`src/rtl/pr_irq_ctrl.sv`:
```
// pr_irq_ctrl: six-line programmable interrupt controller feeding the CPU HWInt input.
// Define PR_IRQ_NESTING_EN to let a higher-priority line preempt one already in service.
module pr_irq_ctrl #(
    parameter int          NUM_IRQ   = 6,
    parameter logic [31:0] BASE_ADDR = 32'h7F20
) (
    input  logic               clk,
    input  logic               reset,
    input  logic [NUM_IRQ-1:0] irq_in,
    input  logic [29:0]        Addr,
    input  logic               WE,
    input  logic [31:0]        Din,
    output logic [31:0]        Dout,
    output logic [NUM_IRQ-1:0] HWInt
);

    localparam logic [1:0] REG_MASK = 2'd0;
    localparam logic [1:0] REG_MODE = 2'd1;
    localparam logic [1:0] REG_PEND = 2'd2;
    localparam logic [1:0] REG_CTRL = 2'd3;
    localparam logic [NUM_IRQ-1:0] ONE = NUM_IRQ'(1);

    logic [NUM_IRQ-1:0] mask;
    logic [NUM_IRQ-1:0] mode;
    logic [NUM_IRQ-1:0] pending;
    logic [NUM_IRQ-1:0] isr;
    logic [NUM_IRQ-1:0] irq_q;

    logic [NUM_IRQ-1:0] rise;
    logic [NUM_IRQ-1:0] w1c_clr;
    logic [NUM_IRQ-1:0] ack_sel;
    logic [NUM_IRQ-1:0] ack_hit;
    logic [NUM_IRQ-1:0] pending_n;
    logic [NUM_IRQ-1:0] isr_n;
    logic [NUM_IRQ-1:0] allowed;
    logic [NUM_IRQ-1:0] eligible;

    logic [1:0] sel;
    logic       wr_mask;
    logic       wr_mode;
    logic       wr_pend;
    logic       wr_ack;
    logic       wr_eoi;
    logic [2:0] vec;
    logic       valid;
    logic       unused_bits;

    // Addr is prAddr[31:2], so byte-address bits [3:2] sit at Addr[1:0]
    assign sel     = Addr[1:0];
    assign wr_mask = WE && (sel == REG_MASK);
    assign wr_mode = WE && (sel == REG_MODE);
    assign wr_pend = WE && (sel == REG_PEND);
    assign wr_ack  = WE && (sel == REG_CTRL) && !Din[3];
    assign wr_eoi  = WE && (sel == REG_CTRL) && Din[3];

    assign unused_bits = ^{Addr[29:2], Din[31:NUM_IRQ], BASE_ADDR};

    // Indices 6 and 7 shift out of the vector, so those ACKs select nothing
    assign ack_sel = ONE << Din[2:0];

    always_comb begin
        rise      = irq_in & ~irq_q;
        w1c_clr   = wr_pend ? (Din[NUM_IRQ-1:0] & mode) : '0;
        ack_hit   = wr_ack ? (ack_sel & pending & mask) : '0;
        pending_n = (mode & ((pending & ~(w1c_clr | ack_hit)) | rise))
                  | (~mode & irq_in);
        isr_n     = wr_eoi ? (isr & (isr - ONE)) : (isr | ack_hit);
    end

`ifdef PR_IRQ_NESTING_EN
    // Only lines strictly above the highest-priority line in service may interrupt
    assign allowed = ~isr & (isr - ONE);
`else
    assign allowed = (isr == '0) ? '1 : '0;
`endif

    assign eligible = pending & mask & allowed;
    assign valid    = |eligible;

    always_comb begin
        vec = 3'd7;
        for (int i = NUM_IRQ - 1; i >= 0; i--) begin
            if (eligible[i]) begin
                vec = 3'(i);
            end
        end
    end

    always_comb begin
        Dout = '0;
        unique case (sel)
            REG_MASK: Dout = 32'(mask);
            REG_MODE: Dout = 32'(mode);
            REG_PEND: Dout = 32'(pending);
            REG_CTRL: Dout = 32'({isr, 2'b00, valid, vec});
            default:  Dout = '0;
        endcase
    end

    always_ff @(posedge clk) begin
        if (reset) begin
            mask    <= '0;
            mode    <= '0;
            pending <= '0;
            isr     <= '0;
            irq_q   <= '0;
            HWInt   <= '0;
        end else begin
            irq_q   <= irq_in;
            pending <= pending_n;
            isr     <= isr_n;
            HWInt   <= valid ? (ONE << vec) : '0;
            if (wr_mask) begin
                mask <= Din[NUM_IRQ-1:0];
            end
            if (wr_mode) begin
                mode <= Din[NUM_IRQ-1:0];
            end
        end
    end

endmodule

```
`config.mk`:
```
export PLATFORM = sky130hd
export DESIGN_NAME = pr_irq_ctrl
export DESIGN_NICKNAME = d
export VERILOG_FILES = /design/src/rtl/pr_irq_ctrl.sv
export SDC_FILE = /design/constraint.sdc
export NUM_CORES = 1
export LEC_CHECK = 0
export CORE_MARGIN = 2
export CORE_UTILIZATION = 40
export DETAILED_ROUTE_END_ITERATION = 16
export GPL_TIMING_DRIVEN = 0
export PLACE_DENSITY = 0.92
export SYNTH_ARGS = -nofsm -noshare
export SYNTH_HDL_FRONTEND = slang
export SYNTH_SLANG_ARGS = --single-unit
```
`constraint.sdc`:
```
create_clock -name clk -period 2.8 [get_ports clk]
set_input_delay 0.42 -clock clk [delete_from_list [all_inputs] [get_ports clk]]
set_output_delay 0.42 -clock clk [all_outputs]
set_load 0.01 [all_outputs]
```
==> metrics list <==
* Outcome: complete, no violations
- CTS buffer count: 5
- Global-route wire length before repair: 7.24 mm
- The number of failing hold endpoints at the final stage was 0.
- TritonCTS clock tree: built
- Using the TritonRoute via totals, the vias-per-cell ratio works out to 5.18.
* Synthesis Warnings: 0
- In this run the clock root is driven by a sky130_fd_sc_hd__clkbuf_8.
- Most repeated cell in the gate-level netlist after synthesis: sky130_fd_sc_hd__dfxtp_1
- The share of synthesized area in the top cell type comes to 0.395.
- Maximum clock path buffer count: 2
- Cell area after synthesis: 1820 um^2
* Max-cap violation count: 0
* Placed wire-length estimate: 3.23 mm
- Final total power: 1.09 mW
- Number of synthesized register bits: 36
- Antenna-violating nets left: 0
- Core area: 4380 um^2
* Transition time at the pin with the least slew margin: 0.694 ns
- Port buffering added 33 buffers.
- Of the total synthesized cell area, the portion taken by full adders, half adders and majority gates is 0.
* Minimum hold slack: 0.484 ns
- Across the routed clock network, the largest skew measured is 0.00652 ns.
- Fraction of layout cells with a size suffix above 1: 0.170
- By count the netlist is led by 36 x sky130_fd_sc_hd__dfxtp_1, 23 x sky130_fd_sc_hd__nand2_1, 21 x sky130_fd_sc_hd__buf_4.
* Routed wirelength normalized by instance count: 13.9 um
* Die span in x: 71.5 um
- The worst hold path belongs to the class reg -> reg.
- Hold repair after CTS inserted 0 buffers.
- At the worst endpoint, the arrival time is 2.27 ns.
* Number of antenna violations at the first check in global routing: 0
- Crit start category: register
- Share of async-settable or async-resettable flops after synthesis: 0
- For the worst setup path, the data required time is 2.38 ns.
* Flip-flop and latch area: 721 um^2
- Synthesis-to-finish area growth: 30.7%
- Routability-driven placement finished with a final weighted congestion of 0.912.
* Total routed wirelength: 4.41 mm
- In the routed design, unresolved DRC markers number 0.
* Setup repair after global routing missed its margin: false
- CP top delay family: simple AND/OR/NAND/NOR gates
- Setup violations remaining at the end of the flow were counted as 0.
- After clock tree synthesis, the clock-pin slew on the worst setup and hold paths is 0.06 ns.
- After synthesis, the netlist uses 38 different library cells.
- Entering global routing, the biggest net connects 20 pins.
- Ranking of synthesized cells by area: sky130_fd_sc_hd__dfxtp_1 40%, sky130_fd_sc_hd__buf_4 8.6%, sky130_fd_sc_hd__mux2i_1 8.2%
* Setup TNS after final layout: 0 ns
- In this run the worst path has a maximum fanout of 4.
- For this block, the via count after detailed routing is 1,642.
* Global routing's busiest layer: met2
- Initial Util: 0.416
- Largest family of logic cells by synthesized area: simple AND/OR/NAND/NOR gates
- Yosys mapped a number of flops with a built-in enable equal to 0.
- Min cycle time layout: 2.69 ns
- Critical path capture point type: output port
- In this run the static leakage power is 1.04 nW.
- Share of the clock period used by the worst path: 0.960
* Global-route total usage across every layer: 0.182
- Dividing total power by cell area gives a power density of 457 nW/um^2.
* Count of nets after finishing: 336
* Number of slew-limit violations in the final report: 0
- Overflow left after global routing: 0
- Top Ports: 109
- Among all flip-flop cells after synthesis, the most frequent one is sky130_fd_sc_hd__dfxtp_1.
- Basic-gate share of the synthesized area counting and, or, nand and nor cells: 0.251
- Counting the fill cells in the layout gives 403.
- The first TritonRoute pass finished after 4 iterations.
* Depth of the CTS H-tree: 2
- Among all stages on the critical path, the largest delay is contributed by sky130_fd_sc_hd__clkdlybuf4s50_1.
* Relative slew margins: 0.536
- In this run, the number of DRC markers left after iteration 0 of detailed routing was 106.
- After synthesis, the share of cell area in mux cells is 0.101.
* Critical path start-end classification: reg -> out
- At the later pin of the worst-skew pair, clock insertion delay measures 0.29 ns.
- The multi-input combinational cells in the finished layout cover a total of 980 um^2.
- For met3 alone, demand over resource in global routing was 0.0520.
* Worst path max stage delay: 0.56 ns
- Max rail drop VDD: 0.170 mV
* Cell chain of the critical path: and2_1 > and4b_1 > or2_2 > a21oi_1 > clkdlybuf4s50_1
- Met2 track demand over resource in global routing: 0.292
- Height of the chip: 71.5 um
- Post-synthesis compound-gate area fraction: 0.143
- Mean instance size in the synthesized netlist: 8.81 um^2
- N_diodes: 0
- FP Rows: 24
- For this run, global-route usage on met1 was measured as 0.210.
- XOR/XNOR share of the synthesized area: 0
* Dominant cell type by area after synthesis: sky130_fd_sc_hd__dfxtp_1
- The floorplan step defined a die boundary enclosing 5120 um^2.
- Sinks on Clock Net: 36
* Number of global-route vias before repair: 1,571
- Sequential share of the synthesized area: 0.395
* Fmax: 372 MHz
- Buffers plus inverters on the worst setup path: 1
- The number of setup buffers added after CTS is 0.
- Final core area utilization: 0.544
* Count of mapped cells out of synthesis: 207
-- report_power, final --
part / switching [mW] / internal, mW / leakage, nW
clock network: 0.174 / 0.219 / 0.0503
logic: 0.0756 / 0.0792 / 0.695
registers: 0.0141 / 0.528 / 0.294
-- through the flow --
stage / std cells / setup WS (ns) / cell area [um^2]
final: 317 / 0.112 / 2380
after global routing: 317 / 0.00783 / 2380
after CTS: 317 / 0.0292 / 2380
after detailed placement: 311 / 0.00773 / 2290
after global placement: 311 / 0.0421 / 2290
after floorplan: 226 / 1.07 / 1900
-- layout make-up --
cell class,count,share of cell area
plain buffers,27,0.0776
multi-input cells,160,0.411
inverters,2,0.00315
well taps,52,0.0273
repair buffers,33,0.139
flip-flops and latches,36,0.302
clock buffers,7,0.0404
-- path summary, 6_finish.rpt --
path,startpoint,end,slack (ns),cells past startpoint
max reg2reg,mask[1],HWInt[5],1.28,4
min,irq_q[2],pending[2],0.48,2
min reg2reg,irq_q[2],pending[2],0.48,2
max,mask[1],Dout[0],0.11,5
-- cells by family after synthesis --
family | count (synthesis)
compound gates | 37
buf+inv | 30
flops | 36
mux | 18
other cells | 1
simple gates | 85
-- what timing repair did --
item | CTS | global route
endpoints found under the hold margin | 0 | 0
endpoints found under the setup margin | 1 | 8
resized for setup | 0 | 3
-- placed cells by master, fill, tap and decap left out, types with 2 or more instances in the layout --
cell type	n
sky130_fd_sc_hd__a211oi_1	7
sky130_fd_sc_hd__a21oi_1	8
sky130_fd_sc_hd__a22o_1	6
sky130_fd_sc_hd__and3_1	6
sky130_fd_sc_hd__and3_2	2
sky130_fd_sc_hd__buf_2	3
sky130_fd_sc_hd__buf_4	21
sky130_fd_sc_hd__clkbuf_8	7
sky130_fd_sc_hd__clkdlybuf4s50_1	33
sky130_fd_sc_hd__conb_1	20
sky130_fd_sc_hd__dfxtp_1	36
sky130_fd_sc_hd__inv_1	2
sky130_fd_sc_hd__mux2_2	3
sky130_fd_sc_hd__mux2i_1	15
sky130_fd_sc_hd__nand2_1	23
sky130_fd_sc_hd__nand2b_1	2
sky130_fd_sc_hd__nand3b_1	2
sky130_fd_sc_hd__nand4_1	4
sky130_fd_sc_hd__nor2_1	20
sky130_fd_sc_hd__nor2b_1	7
sky130_fd_sc_hd__nor3_1	6
sky130_fd_sc_hd__nor3b_1	2
sky130_fd_sc_hd__o21ai_0	7
sky130_fd_sc_hd__o22ai_1	3
sky130_fd_sc_hd__o31ai_1	2
sky130_fd_sc_hd__or2_2	2
sky130_fd_sc_hd__or3_4	2
-- layer usage --
layer | share of wire | wire length, um | up-vias
met5 | 0 | 0 | -
met4 | 0.028 | 122 | 0
met3 | 0.091 | 401 | 14
met2 | 0.48 | 2110 | 90
met1 | 0.40 | 1780 | 735
li1 | - | - | 803
-- flip-flops by register name, summed over array words and instances, names as in the netlist --
name,cells
mask,6
irq_q,6
HWInt,6
pending,6
mode,6
isr,6
-- worst reg2reg max path: stages (launching register included) --
cell and delay, ns:
sky130_fd_sc_hd__dfxtp_1 0.43, sky130_fd_sc_hd__and2_1 0.24, sky130_fd_sc_hd__and4b_1 0.23, sky130_fd_sc_hd__or2_2 0.34, sky130_fd_sc_hd__nor3_1 0.21
Note: power is estimated with default switching activity, not from simulation.
